**src/rtl/ulpi_pkg.sv**
```systemverilog
// Shared ULPI definitions: responder states, TX CMD codes, register map and defaults.
// Also imported by the link-side sequencer so both ends agree on addresses.
package ulpi_pkg;

    typedef enum logic [3:0] {
        ST_STARTUP,
        ST_IDLE,
        ST_RD_ACK,
        ST_RD_TA1,
        ST_RD_DATA,
        ST_RD_TA2,
        ST_WR_ACK,
        ST_WR_DATA,
        ST_WR_STP
    } phy_state_e;

    localparam logic [1:0] CMD_IDLE = 2'b00;
    localparam logic [1:0] CMD_TX   = 2'b01;
    localparam logic [1:0] CMD_REGW = 2'b10;
    localparam logic [1:0] CMD_REGR = 2'b11;

    localparam logic [5:0] EXT_ADDR = 6'h2F;

    localparam logic [5:0] ADDR_VENDOR_ID_LOW   = 6'h00;
    localparam logic [5:0] ADDR_VENDOR_ID_HIGH  = 6'h01;
    localparam logic [5:0] ADDR_PRODUCT_ID_LOW  = 6'h02;
    localparam logic [5:0] ADDR_PRODUCT_ID_HIGH = 6'h03;
    localparam logic [5:0] ADDR_FUNC_CTRL       = 6'h04;
    localparam logic [5:0] ADDR_IFC_CTRL        = 6'h07;
    localparam logic [5:0] ADDR_OTG_CTRL        = 6'h0A;
    localparam logic [5:0] ADDR_INT_EN_RISE     = 6'h0D;
    localparam logic [5:0] ADDR_INT_EN_FALL     = 6'h10;
    localparam logic [5:0] ADDR_SCRATCH         = 6'h16;

    localparam logic [7:0] VENDOR_ID_LOW   = 8'h24;
    localparam logic [7:0] VENDOR_ID_HIGH  = 8'h04;
    localparam logic [7:0] PRODUCT_ID_LOW  = 8'h04;
    localparam logic [7:0] PRODUCT_ID_HIGH = 8'h00;

    localparam int NUM_RW     = 5;
    localparam int ALIAS_BASE = 4;

    // Entry k is the default of the RW register at ALIAS_BASE + 3*k.
    localparam logic [NUM_RW-1:0][7:0] RW_DEFAULTS = {8'h1F, 8'h1F, 8'h06, 8'h00, 8'h41};
    localparam logic [7:0] SCRATCH_DEFAULT = 8'h00;

    localparam logic [1:0] OP_WRITE = 2'd0;
    localparam logic [1:0] OP_SET   = 2'd1;
    localparam logic [1:0] OP_CLEAR = 2'd2;

    typedef struct packed {
        logic       hit;
        logic [2:0] idx;
        logic [1:0] op;
    } alias_dec_t;

    function automatic alias_dec_t alias_decode(input logic [5:0] addr);
        alias_dec_t dec;
        dec = '0;
        for (int k = 0; k < NUM_RW; k++) begin
            for (int o = 0; o < 3; o++) begin
                if (addr == 6'(ALIAS_BASE + 3 * k + o)) begin
                    dec.hit = 1'b1;
                    dec.idx = 3'(k);
                    dec.op  = 2'(o);
                end
            end
        end
        return dec;
    endfunction

endpackage

```
**src/rtl/ulpi_phy_regfile.sv**
```systemverilog
// USB3300-style register file behind the responder: read mux plus write/set/clear
// aliases. Reads are combinational; a write lands on the commit edge.
module ulpi_phy_regfile
    import ulpi_pkg::*;
(
    input  logic       clk,
    input  logic       reset,
    input  logic [5:0] rd_addr,
    output logic [7:0] rd_data,
    input  logic       wr_en,
    input  logic [5:0] wr_addr,
    input  logic [7:0] wr_value,
    output logic       wr_hit,
    output logic [7:0] wr_result
);

    logic [7:0] rw_regs [NUM_RW];
    logic [7:0] scratch;
    alias_dec_t rd_dec;
    alias_dec_t wr_dec;
    logic [7:0] wr_current;

    always_comb begin
        rd_dec  = alias_decode(rd_addr);
        rd_data = 8'h00;
        case (rd_addr)
            ADDR_VENDOR_ID_LOW:   rd_data = VENDOR_ID_LOW;
            ADDR_VENDOR_ID_HIGH:  rd_data = VENDOR_ID_HIGH;
            ADDR_PRODUCT_ID_LOW:  rd_data = PRODUCT_ID_LOW;
            ADDR_PRODUCT_ID_HIGH: rd_data = PRODUCT_ID_HIGH;
            ADDR_SCRATCH:         rd_data = scratch;
            default: begin
                if (rd_dec.hit) begin
                    rd_data = rw_regs[rd_dec.idx];
                end
            end
        endcase
    end

    // wr_result is the post-commit value, so the responder can report it directly.
    always_comb begin
        wr_dec     = alias_decode(wr_addr);
        wr_hit     = 1'b0;
        wr_current = 8'h00;
        wr_result  = 8'h00;
        if (wr_dec.hit) begin
            wr_hit     = 1'b1;
            wr_current = rw_regs[wr_dec.idx];
            case (wr_dec.op)
                OP_WRITE: wr_result = wr_value;
                OP_SET:   wr_result = wr_current | wr_value;
                default:  wr_result = wr_current & ~wr_value;
            endcase
        end else if (wr_addr == ADDR_SCRATCH) begin
            wr_hit    = 1'b1;
            wr_result = wr_value;
        end
    end

    always_ff @(posedge clk or negedge reset) begin
        if (!reset) begin
            for (int k = 0; k < NUM_RW; k++) begin
                rw_regs[k] <= RW_DEFAULTS[k];
            end
            scratch <= SCRATCH_DEFAULT;
        end else if (wr_en && wr_hit) begin
            if (wr_dec.hit) begin
                rw_regs[wr_dec.idx] <= wr_result;
            end else begin
                scratch <= wr_result;
            end
        end
    end

endmodule

```
**src/rtl/ulpi_phy_responder.sv**
```systemverilog
// PHY-side ULPI register responder: answers link TX CMD reads/writes with DIR/NXT
// handshaking and turnarounds, backed by ulpi_phy_regfile.
//
//   state      | meaning
//   STARTUP    | dir held high, emulating PHY PLL start-up
//   IDLE       | bus owned by link, decoding TX CMD
//   RD_ACK     | nxt high, read command accepted
//   RD_TA1     | dir rises, turnaround to PHY
//   RD_DATA    | PHY drives register value
//   RD_TA2     | dir falls, turnaround to link
//   WR_ACK     | nxt high, write command accepted
//   WR_DATA    | nxt high, data byte captured
//   WR_STP     | waiting for stp to commit
module ulpi_phy_responder
    import ulpi_pkg::*;
#(
    parameter int STARTUP_CYCLES = 16
) (
    input  logic       clk,
    input  logic       reset,
    input  logic [7:0] data_in,
    output logic [7:0] data_out,
    output logic       data_oe,
    output logic       dir,
    output logic       nxt,
    input  logic       stp,
    output logic       wr_strobe,
    output logic [5:0] wr_addr,
    output logic [7:0] wr_data,
    output logic       cmd_err
);

    localparam int CNT_W = (STARTUP_CYCLES > 1) ? $clog2(STARTUP_CYCLES) : 1;
    localparam logic [CNT_W-1:0] CNT_LOAD = CNT_W'(STARTUP_CYCLES - 1);

    phy_state_e       state;
    phy_state_e       state_next;
    logic [CNT_W-1:0] cnt;
    logic [5:0]       addr;
    logic [7:0]       hold;
    logic             cmd_bad;
    logic             commit;
    logic [7:0]       rd_data;
    logic             wr_hit;
    logic [7:0]       wr_result;

    ulpi_phy_regfile u_regfile (
        .clk       (clk),
        .reset     (reset),
        .rd_addr   (addr),
        .rd_data   (rd_data),
        .wr_en     (commit),
        .wr_addr   (addr),
        .wr_value  (hold),
        .wr_hit    (wr_hit),
        .wr_result (wr_result)
    );

    assign commit = (state == ST_WR_STP) && stp;

    always_comb begin
        state_next = state;
        cmd_bad    = 1'b0;
        case (state)
            ST_STARTUP: begin
                if (cnt == '0) begin
                    state_next = ST_IDLE;
                end
            end
            ST_IDLE: begin
                if (data_in != 8'h00) begin
                    if (data_in[7:6] == CMD_REGR && data_in[5:0] != EXT_ADDR) begin
                        state_next = ST_RD_ACK;
                    end else if (data_in[7:6] == CMD_REGW && data_in[5:0] != EXT_ADDR) begin
                        state_next = ST_WR_ACK;
                    end else begin
                        cmd_bad = 1'b1;
                    end
                end
            end
            ST_RD_ACK:  state_next = ST_RD_TA1;
            ST_RD_TA1:  state_next = ST_RD_DATA;
            ST_RD_DATA: state_next = ST_RD_TA2;
            ST_RD_TA2:  state_next = ST_IDLE;
            ST_WR_ACK:  state_next = ST_WR_DATA;
            ST_WR_DATA: state_next = ST_WR_STP;
            ST_WR_STP: begin
                if (stp) begin
                    state_next = ST_IDLE;
                end
            end
            default:    state_next = ST_IDLE;
        endcase
    end

    // Bus outputs are decoded from the next state so they are flop outputs.
    always_ff @(posedge clk or negedge reset) begin
        if (!reset) begin
            state     <= ST_STARTUP;
            cnt       <= CNT_LOAD;
            addr      <= 6'h00;
            hold      <= 8'h00;
            dir       <= 1'b1;
            nxt       <= 1'b0;
            data_oe   <= 1'b0;
            data_out  <= 8'h00;
            wr_strobe <= 1'b0;
            wr_addr   <= 6'h00;
            wr_data   <= 8'h00;
            cmd_err   <= 1'b0;
        end else begin
            state <= state_next;
            if (state == ST_STARTUP && cnt != '0) begin
                cnt <= cnt - CNT_W'(1);
            end
            if (state == ST_IDLE) begin
                addr <= data_in[5:0];
            end
            if (state == ST_WR_DATA) begin
                hold <= data_in;
            end
            dir       <= (state_next == ST_STARTUP) || (state_next == ST_RD_TA1) ||
                         (state_next == ST_RD_DATA);
            nxt       <= (state_next == ST_RD_ACK) || (state_next == ST_WR_ACK) ||
                         (state_next == ST_WR_DATA);
            data_oe   <= (state_next == ST_RD_DATA);
            data_out  <= (state_next == ST_RD_DATA) ? rd_data : 8'h00;
            wr_strobe <= commit && wr_hit;
            cmd_err   <= cmd_bad;
            if (commit && wr_hit) begin
                wr_addr <= addr;
                wr_data <= wr_result;
            end
        end
    end

endmodule

```
**config.mk**
```make
export PLATFORM = sky130hd
export DESIGN_NAME = ulpi_phy_responder
export DESIGN_NICKNAME = d
export VERILOG_FILES = /design/src/rtl/ulpi_pkg.sv /design/src/rtl/ulpi_phy_regfile.sv /design/src/rtl/ulpi_phy_responder.sv
export SDC_FILE = /design/constraint.sdc
export NUM_CORES = 1
export LEC_CHECK = 0
export ABC_AREA = 1
export BUFFER_PORTS_ARGS = -buffer_cell sky130_fd_sc_hd__buf_4
export CAP_MARGIN = 20
export CELL_PAD_IN_SITES_DETAIL_PLACEMENT = 2
export CELL_PAD_IN_SITES_GLOBAL_PLACEMENT = 2
export CORE_ASPECT_RATIO = 1.25
export CORE_MARGIN = 4
export CORE_UTILIZATION = 32
export CTS_CLUSTER_DIAMETER = 120
export DETAILED_ROUTE_END_ITERATION = 10
export PLACE_DENSITY = 0.8
export SYNTH_ARGS = -nofsm -noshare
export SYNTH_HDL_FRONTEND = slang
export SYNTH_SLANG_ARGS = --single-unit
```
**constraint.sdc**
```tcl
create_clock -name clk -period 1.6 [get_ports clk]
set_clock_uncertainty 0.05 [all_clocks]
set_input_delay 0.16 -clock clk [delete_from_list [all_inputs] [get_ports clk]]
set_output_delay 0.16 -clock clk [all_outputs]
set_load 0.02 [all_outputs]
```
**After elaboration in Yosys (flattened, before gate mapping)**

Index checks and enable logic that the tools add are counted.
W data, S select, Z words.

- Muxes and demuxes: 39
- Bitwise gates (word level): 5
- Magnitude comparators: 2
- Eq/ne operators: 35
- Reductions and logical operators: 20
- Add/sub/neg operators: 1

Operators with widths:

| cell | number |
|---|---|
| $mux W6 | 15 |
| $mux W8 | 7 |
| $eq A6 B4 Y1 const B | 8 |
| $bwmux W40 | 1 |
| $pmux W4 S8 | 1 |
| $pmux W8 S4 | 1 |
| $bmux W8 S3 | 1 |
| $demux W8 S3 | 1 |
| $eq A4 B3 Y1 const B | 6 |
| $eq A6 B3 Y1 const B | 4 |
| $eq A6 B5 Y1 const B | 4 |
| $mux W4 | 5 |
| $eq A4 B2 Y1 const B | 4 |
| $pmux W8 S2 | 1 |
| $eq A6 B2 Y1 const B | 2 |
| $logic_not A4 Y1 | 3 |
| $and A8 B8 Y8 | 1 |
| $not A8 Y8 | 1 |
| $or A8 B8 Y8 | 1 |
| $reduce_bool A8 Y1 | 1 |
| $eq A6 B1 Y1 const B | 1 |
| $logic_and A1 B1 Y1 | 6 |
| $logic_not A6 Y1 | 1 |
| $mux W1 | 6 |
| other kinds (15) | 20 |

- Bits of input ports: 11
- Register bits after elaboration: 97
- Output and inout bits: 27

**Longest topological paths before layout**

Gate-level depths: netlist of run 1.

- Word-level depth: 24
- Gate-level depth with buffers: 12
- Gate-level depth less buffers: 12

**Modules after synthesis**

From an unflattened synthesis of run 1, not the netlist that was laid out.

- Cell total of the unflattened synthesis: 730
- Area, all modules: 5251.3 µm²

Modules (own cells, without submodules):

| module | area each (µm²) | seq. area each (µm²) | cells each | instances |
|---|---|---|---|---|
| ulpi_phy_regfile | 3259.4 | 1218.7 | 508 | 1 |
| ulpi_phy_responder | 1991.9 | 1232.4 | 222 | 1 |

**Worst setup path after synthesis of run 1**

OpenSTA, ideal clock, no wires.

- Kind: register to register
- Start: reg addr[2]
- End: reg wr_data[0]
- Library setup time: 117 ps
- Arrival time: 1526 ps
- Buffers on the path: 1
- Cell stages (with the launch flop): 12
- Path slack: -93 ps
- Cells stage by stage: dfrtp_1 > nor2_4 > nand2_1 > nor2_2 > inv_2 > o21ai_4 > inv_4 > a21oi_2 > inv_2 > buf_2 > nand2_1 > nand2_1

- Longest elaborated chain between the ends: 22
- Elaborated cells on any way between the ends: 45
- Classes of those cells: eq/ne (17); mux (23); bitwise (3); reduce/logical (2)

RTL lines:

| element | line | source |
|---|---|---|
| start: declaration | ulpi_phy_responder.sv:39 | `logic [5:0] addr;` |
| start signal: assignment | ulpi_phy_responder.sv:117 | `addr <= data_in[5:0];` |
| $eq A6 B3 Y1 | ulpi_pkg.sv:62 | `if (addr == 6'(ALIAS_BASE + 3 * k + o)) begin` |
| $mux W6 (14 in series) | ulpi_pkg.sv:62 |  |
| $not A3 Y4 (implied by the code) | ulpi_phy_regfile.sv:48 | `wr_current = rw_regs[wr_dec.idx];` |
| $bmux W8 S3 | ulpi_phy_regfile.sv:48 |  |
| $mux W8 (implied by the code) (2 in series) | ulpi_phy_regfile.sv:48 |  |
| $and A8 B8 Y8 or $or A8 B8 Y8 (tied branches) | ulpi_phy_regfile.sv:52, ulpi_phy_regfile.sv:51 |  |
| $pmux W8 S2 | ulpi_phy_regfile.sv:49 | `case (wr_dec.op)` |
| $mux W8 | ulpi_phy_regfile.sv:46 | `if (wr_dec.hit) begin` |
| end signal: assignment | ulpi_phy_responder.sv:132 | `wr_data <= wr_result;` |
| end: declaration | ulpi_phy_responder.sv:29 | `output logic [7:0] wr_data,` |

Several ways; a longest one is shown, not always the timed one. The select of a mux whose other input is x is not followed.
A chain may end at the register's enable or synchronous reset.

**Worst setup path in the final report of run 1**

- Start: reg addr[2]
- End: reg u_regfile.rw_regs[29] (netlist name)

- Longest elaborated chain between the ends: 23
- Elaborated cells on any way between the ends: 52
- Classes of those cells: order compare (2); eq/ne (17); mux (26); bitwise (3); reduce/logical (4)

RTL lines:

| element | line | source |
|---|---|---|
| $eq A6 B3 Y1 | ulpi_pkg.sv:62 |  |
| $mux W6 (14 in series) | ulpi_pkg.sv:62 |  |
| $not A3 Y4 (implied by the code) | ulpi_phy_regfile.sv:48, ulpi_phy_regfile.sv:68 |  |
| $bmux W8 S3 | ulpi_phy_regfile.sv:48 |  |
| $mux W8 (implied by the code) (2 in series) | ulpi_phy_regfile.sv:48 |  |
| $and A8 B8 Y8 or $or A8 B8 Y8 (tied branches) | ulpi_phy_regfile.sv:52, ulpi_phy_regfile.sv:51 |  |
| $pmux W8 S2 | ulpi_phy_regfile.sv:49 |  |
| $mux W8 | ulpi_phy_regfile.sv:46 |  |
| $bwmux W40 | ulpi_phy_regfile.sv:68 | `rw_regs[wr_dec.idx] <= wr_result;` |
| end signal: indexed assignment | ulpi_phy_regfile.sv:63 | `rw_regs[k] <= RW_DEFAULTS[k];` |
| end signal: indexed assignment | ulpi_phy_regfile.sv:68 |  |
| end: declaration | ulpi_phy_regfile.sv:17 | `logic [7:0] rw_regs [NUM_RW];` |

Several ways; a longest one is shown, not always the timed one. The select of a mux whose other input is x is not followed.

==> metrics list, run 1 <==
* Wire length after detailed routing: 28600 um
* Library cell occupying the most area in the post-synthesis netlist: dfrtp_1
- STA classifies the critical path startpoint as a flop.
- The pre-antenna-repair detailed-routing pass consisted of 5 iterations.
* Slew at the pin closest to its max-slew limit: 0.403 ns
- Dividing the detail-routed wire length by the instance count gives 31.9 um.
* Fill cells: 1375
- Fraction of synthesized cell area in xor and xnor cells: 0.00384
- Yosys Warn Count: 0
- GR Util All Layers: 0.307
- IR analysis of the VDD net gives a maximum drop of 0.00106 V.
- TritonCTS built the clock tree.
- The core region is 13900 um^2.
- Of the available clock period, the critical path in the final layout requires 1.40.
- The path class of the tightest hold or removal check is in -> reg.
- Total standard cell area after synthesis: 4570 um^2
- Setup violations remaining at the end of the flow were counted as 72.
* Outcome: finished with violations
- Setup repair after global routing could not meet its margin everywhere.
* Largest delay contributor family on the critical path: simple AND/OR/NAND/NOR gates
* Critical path, cell by cell: nand2_4 -> clkinv_4 -> nand3_2 -> nand2_1 -> nor2_2 -> nand3_4 -> a21oi_4 -> buf_6 -> nand2_4 -> nand2_8 -> nand2_2 -> nand2_1
- Adder-cell share of the synthesized area: 0.00274
* Share of synthesized area spent on multiplexers: 0
- Proportion of layout cells with a drive suffix above 1: 0.596
* Final critical path time including I/O delays and setup: 2.23 ns
- Data arrives at the worst endpoint at 2.48 ns.
- Cell total after placement: 837
- The via count of the first global-routing pass came to 5664.
- Derived from the worst setup path, the maximum achievable clock frequency is 448 MHz.
* Rows: 48
* Dominant combinational cell family by area after synthesis: simple AND/OR/NAND/NOR gates
* Reg-to-reg setup timing slack: -0.63 ns
- Share of the synthesized area in compound gates (AO/OA/AOI/OAI): 0.0699
- Detailed router's first-iteration violation count: 321
- Antenna violation net count after detailed routing: 0
- The worst setup path is of the reg -> reg kind.
- Cell Count, Final, Fillers Out: 896
- Routability-driven placement congestion ratio: 0.883
- Total number of vias: 5053
- Setup crit end kind: flop
* Ratio of routed vias to standard cells: 5.64
* Longest Clk Path Bufs: 2
- Static leakage: 4.04 nW
- Buffers placed on the I/O ports in this run total 37.
- Area added between synthesis and finish: 68.7%
* Wire length of the first global-routing pass: 36600 um
- Die ar.: 16300 um^2
* Crit path largest cell delay: 0.48 ns
- DRC Markers: 0
- The number of different library cells used by synthesis comes to 38.
* Cell at the root of the clock tree: clkbuf_16
- The count of endpoints failing hold in the final timing report came to 0.
* Max Slew Vio Count: 0
* Portion of synthesized cell area occupied by the leading cell type: 0.427
- Clock latency of the later-clocked register in the worst-skew pair: 0.38 ns
- H-tree depth reported by CTS: 3
- After technology mapping, the gate count stands at 566.
- The repair_antennas step left the layout with diodes totalling 0.
- Clock buffers created by TritonCTS: 9
- The initial utilization of the core area, before any placement, comes to 0.329.
- Number of flip-flops and latches in the synthesized netlist: 97
- Count of max-cap constraint violations: 0
- For this run the aggregate overflow at the end of global routing stands at 0.
* Area contributors post-synth: dfrtp_1 43%, nand2_1 21%, dfstp_2 11%
- The share of the Yosys chip area taken by registers is 0.537.
- A synthesized cell averages 8.07 um^2.
- Critical-path top delay cell: dfrtp_2
- Number of primary I/O pins: 38
* Power, Total: 13.5 mW
- In this run the worst path has a maximum fanout of 6.
* Clock Sinks: 97
- Antenna violations before repair: 0
- The die is 115 um wide.
* Die outline height: 142 um
- Number of buffers and inverters on the critical path: 2
- For the worst setup path, the data required time is 1.85 ns.
- Counting every net in the synthesized netlist gives 578.
- After layout, the worst setup slack is -0.633 ns.
- Pin count of the biggest net entering global routing: 36
* CTS clk-pin slew, worst paths: 0.08 ns
- Max-slew headroom: 0.732
- Failing checks: setup timing
- Of the total synthesized cell area, the portion taken by AND, OR, NAND and NOR gates is 0.336.
- Post-detailed-placement half-perimeter wirelength: 12100 um
- Power spread over the standard cell area amounts to 1750 nW/um^2.
- At the end of the flow, the number of nets in the layout was 728.
[per-layer routing]
layer | track usage | part of all wire | vias to the layer above
met2 | 0.548 | 0.53 | 212
met3 | 0.0576 | 0.045 | 98
li1 | - | - | 2091
met4 | 0.146 | 0.059 | 0
met5 | 0 | 0 | -
met1 | 0.347 | 0.37 | 2652
[registers in the layout (all words and copies together), names as in the netlist]
name,count
dir,1
addr,6
nxt,1
u_regfile.rw_regs,40
cmd_err,1
data_out,8
state,4
cnt,4
u_regfile.scratch,8
wr_data,8
hold,8
wr_addr,6
wr_strobe,1
data_oe,1
[worst min-delay path, cell delays in order]
cell	delay, ns
buf_4	0.11
nand2_1	0.06
o21ai_0	0.07
[cell families after synthesis]
group / count (synthesis)
adder cells (fa/ha/maj): 1
XOR/XNOR: 2
buffers and inverters: 59
flip-flops: 97
AND/OR/NAND/NOR: 354
AO/OA/AOI/OAI: 53
[synthesized netlist by cell type, drive strengths merged]
| cell type | number |
|---|---|
| ha | 1 |
| nand2 | 273 |
| inv | 50 |
| a31oi | 1 |
| a21oi | 11 |
| dfstp | 19 |
| a21boi | 3 |
| xor2 | 1 |
| clkbuf | 2 |
| nor2 | 42 |
| xnor2 | 1 |
| dfrtp | 78 |
| clkinv | 3 |
| nor4 | 2 |
| nand3 | 31 |
| a22oi | 3 |
| buf | 4 |
| nor3 | 2 |
| a211oi | 1 |
| nand4 | 4 |
| o21ai | 31 |
| o311ai | 1 |
| o211ai | 2 |
[report_power, final]
part / switching (mW) / internal [mW] / leakage [nW] / total, mW
combinational: 4.65 / 2.92 / 2.67 / 7.58
sequential: 0.619 / 2.87 / 1.23 / 3.49
clock: 1.21 / 1.23 / 0.139 / 2.44
[through the flow]
step	setup slack [ns]	util	instance area [um^2]	hold WS, ns	TNS (ns)
final	-0.633	0.555	7710	0.0238	-35.77
after global placement	-0.504	0.404	5610	0.0601	-23.99
after floorplan	-0.0621	-	4600	-0.186	-1.85
after CTS	-0.373	0.501	6960	0.00428	-21.02
after detailed placement	-0.585	0.404	5610	0.0599	-29.50
after global routing	-0.678	0.555	7710	0.0430	-39.19
[area by class of cell]
cell class              instances  area, um^2  share of cell area
flip-flops and latches         97        2460               0.319
multi-input cells             413        3090               0.401
inverters                      53         267              0.0346
clock buffers                   9         225              0.0292
well taps                     175         219              0.0284
clock inverters                 7        78.8              0.0102
repair inverters                1        8.76             0.00114
repair buffers                141        1360               0.176
[worst paths after layout]
kind	from	depth (start not counted)	end
hold reg to reg	u_regfile.rw_regs[27]	2	u_regfile.rw_regs[27]
setup reg to reg	addr[2]	12	u_regfile.rw_regs[29]
min in group asynchronous	reset	2	u_regfile.rw_regs[22]
hold / removal	data_in[4]	3	addr[4]
setup / recovery	addr[2]	12	u_regfile.rw_regs[29]
max in group asynchronous	reset	3	u_regfile.rw_regs[3]
[what timing repair did]
action / in CTS / in global routing
hold buffers: 4 / 0
setup buffers: 12 / 26
setup endpoints to repair: 86 / 90
pin swaps: 63 / 50
hold endpoints to repair: 24 / 0
resized for setup: 227 / 154
cloned: 5 / 1
[placed cells by master (no fill, tap or decap), types with 5 or more instances in the layout]
| master | count |
|---|---|
| nand2_4 | 41 |
| o21ai_0 | 16 |
| buf_4 | 95 |
| inv_2 | 16 |
| nand3_1 | 5 |
| inv_1 | 26 |
| nor2_4 | 27 |
| clkbuf_16 | 10 |
| o21ai_1 | 12 |
| dfstp_2 | 19 |
| nand2_1 | 140 |
| buf_6 | 25 |
| nand2_8 | 10 |
| nand3_4 | 19 |
| dfrtp_2 | 7 |
| a21oi_2 | 7 |
| nor2_2 | 11 |
| nand2_2 | 83 |
| dfrtp_1 | 71 |
| buf_12 | 12 |
| nand3_2 | 8 |
Note: power is estimated with default switching activity, not from simulation.
==> run 2, diff against run 1 <==
BUFFER_PORTS_ARGS = -buffer_cell sky130_fd_sc_hd__buf_2   (was -buffer_cell sky130_fd_sc_hd__buf_4)
GPL_ROUTABILITY_DRIVEN = 0   (was not set)
==> run 2 against run 1 <==
Net effect: the run still ends with setup timing left; wire length decreased by 4.2%; critical path depth increased by 1; sequential cell count unchanged; power decreased by 4.8%; fmax increased by 1.2%; worst hold slack improved by 0.032 ns; clock power decreased by 6%; global-route usage decreased by 1.9 points; first-iteration DRC count decreased by 1.2%; sequential share of layout area increased by 1.6 points; register-to-register slack improved by 0.03 ns; setup slack improved by 0.026 ns; critical path type unchanged.
==> metrics list, run 2 (same netlist as run 1, synthesis figures left out) <==
- The placeable core region is 13900 um^2 (unchanged).
* DRC Markers: 0 (unchanged)
- Final critical path time including I/O delays and setup: 2.21 ns (-0.0261 ns)
- Arrival @ worst endpoint: 2.39 ns (-0.09 ns)
* Die ar.: 16300 um^2 (unchanged)
- The library cells used most frequently in the layout, excluding fill and tap cells, are 164 x nand2_1, 73 x dfrtp_1, 66 x buf_4, 54 x nand2_2, 43 x nand2_4.
- Horizontal die dimension: 115 um (unchanged)
- The initial DRC count came to 317 (-1.2%).
- The final net count came to 721 (-0.96%).
- Pwr/cell area: 1750 nW/um^2 (about the same)
* Register with the highest flop count: u_regfile.rw_regs
* Antenna violation net count after detailed routing: 0 (unchanged)
* Area added between synthesis and finish: 60.7%
- The worst vdd rail ir drop was 0.00111 V (+4.6%).
* Antenna violations before repair: 0 (unchanged)
- Vias in the first global route: 5543 (-2.1%)
- The total clock sinks came to 97 (unchanged).
- The global router's overall resource usage was 0.288 (-0.0191).
- The buffer levels on the longest clock path was 2 (unchanged).
* Most common cell after layout, fill and taps aside: nand2_1
- Final setup violating endpoints: 73 (+1.4%)
- Cell at the root of the clock tree: clkbuf_16
* Count of endpoints failing hold in the final timing report: 0 (unchanged)
* Top fanout value on the critical path: 6 (unchanged)
- Final worst setup slack: -0.607 ns (+0.0261 ns)
- Wire length of the first global-routing pass: 34600 um (-5.6%)
- Static leakage: 3.87 nW (-4.3%)
- The required time of the critical path came to 1.78 ns (-0.07 ns).
- Slew at the pin closest to its max-slew limit: 0.525 ns (+0.122 ns)
- TritonCTS built the clock tree.
* H-tree depth reported by CTS: 3 (unchanged)
- The final reports fail on setup timing.
- Post-detailed-placement half-perimeter wirelength: 12200 um (+0.80%)
- Clock buffers created by TritonCTS: 9 (unchanged)
- The final max-slew violation count is 0 (unchanged).
* Outcome: finished with violations
- The insertion delay to the later sink of the worst-skew pair is 0.37 ns (about the same).
* Count of max-cap constraint violations: 0 (unchanged)
- Max-slew headroom: 0.650 (-0.0816)
- Total number of vias: 4901 (-3.0%)
- RSZ-0062 raised after global routing: true
- Setup crit end kind: flop
- Worst Setup Slack post-DPL: -0.670 ns (-0.0849 ns)
* Ratio of routed vias to standard cells: 5.51 (-2.2%)
* TNS Setup: -33.53 ns (+2.24 ns)
- The count of inserted antenna diode cells was 0 (unchanged).
- The critical path is of the reg -> reg type.
- Pin count of the biggest net entering global routing: 35 (-2.8%)
* Proportion of layout cells with a drive suffix above 1: 0.556 (-0.0404)
- STA classifies the critical path startpoint as a flop.
- Largest register FFs: 40 (unchanged)
- Wire length after detailed routing: 27400 um (-4.2%)
- Effective utilization at floorplan: 0.329 (unchanged)
- The vertical die dimension is 142 um (unchanged).
- The count of input and output buffers came to 37 (unchanged).
- The post-route total power is 12.9 mW (-4.8%).
- The cell row count is 48 (unchanged).
* Achievable frequency: 453 MHz (+1.2%)
* Wire per inst: 30.8 um (-3.5%)
- The period utilization is 1.38 (-0.0163).
- The path class of the tightest hold or removal check is in -> reg.
* Number of primary I/O pins: 38 (unchanged)
* Number of iterations in the first detailed-routing pass: 4 (-1)
- The total congestion overflow after global routing came to 0 (unchanged).
* CTS clk-pin slew, worst paths: 0.08 ns (about the same)
## run 2: cell count changes in the layout (fill, tap and decap cells not counted), moves of 4 or more
cell,before,now
buf_2,0,36
buf_4,95,66
nand2_2,83,54
nand2_1,140,164
nor2_4,27,21
o21ai_1,12,6
o21ai_2,1,7
buf_12,12,8
nand3_4,19,15
## run 2: critical path: stages (launching register included)
cell     delay, ns
dfrtp_2       0.47
inv_2         0.15
nor2_2        0.07
nand3_2       0.13
nand2_4       0.08
nor2_4        0.13
nand3_4       0.15
nor2_4        0.22
buf_12        0.14
nor2_2        0.04
nand2_2       0.13
nand2_8       0.12
nand2_2       0.10
nand2_1       0.08
## run 2: cell type report
cell class,count,area (um^2)
well taps,175,219
inverters,53,269
clock inverters,5,37.5
multi-input cells,411,2960
clock buffers,11,253
fillers,1419,6540
flip-flops and latches,97,2460
repair buffers,137,1140
## run 2: repair_timing
item | in CTS | in global routing
cloned | 2 | 0
endpoints found under the setup margin | 80 | 88
hold buffers | 2 | 0
hold endpoints to repair | 21 | 0
setup buffers | 18 | 14
gates resized for setup | 162 | 176
pin swaps | 52 | 36
## run 2: stage by stage
step	util	instances	hold WS, ns	area [um^2]
3_3_place_gp	0.397	839	0.108	5510
6_report	0.529	889	0.0556	7340
2_1_floorplan	-	566	-0.186	4600
5_1_grt	0.529	889	0.0439	7340
4_1_cts	0.474	877	0.00989	6580
3_5_place_dp	0.397	839	0.112	5510
## run 2: power breakdown
group	total [mW]	switching (mW)	leakage, nW	internal, mW
Sequential	3.40	0.533	1.23	2.86
Combinational	7.17	4.49	2.49	2.68
Clock	2.29	1.14	0.138	1.15
Total	12.9	6.16	3.87	6.70
## run 2: worst paths after layout
kind	start	to	slack, ns	cells after the start
max in group asynchronous	reset	cnt[3]	0.58	3
min in group asynchronous	reset	u_regfile.rw_regs[19]	0.26	2
min reg2reg	u_regfile.rw_regs[8]	u_regfile.rw_regs[8]	0.44	2
min	data_in[6]	state[2]	0.06	2
max reg2reg	addr[0]	u_regfile.rw_regs[36]	-0.61	13
max	addr[0]	u_regfile.rw_regs[36]	-0.61	13
## run 2: metal layers
metal  GRT usage  vias up  wire length [um]
met2       0.518      186             14300
li1            -     2076                 -
met5           0        -                 0
met3      0.0597       99              1040
met1       0.315     2540             10300
met4       0.143        0              1700
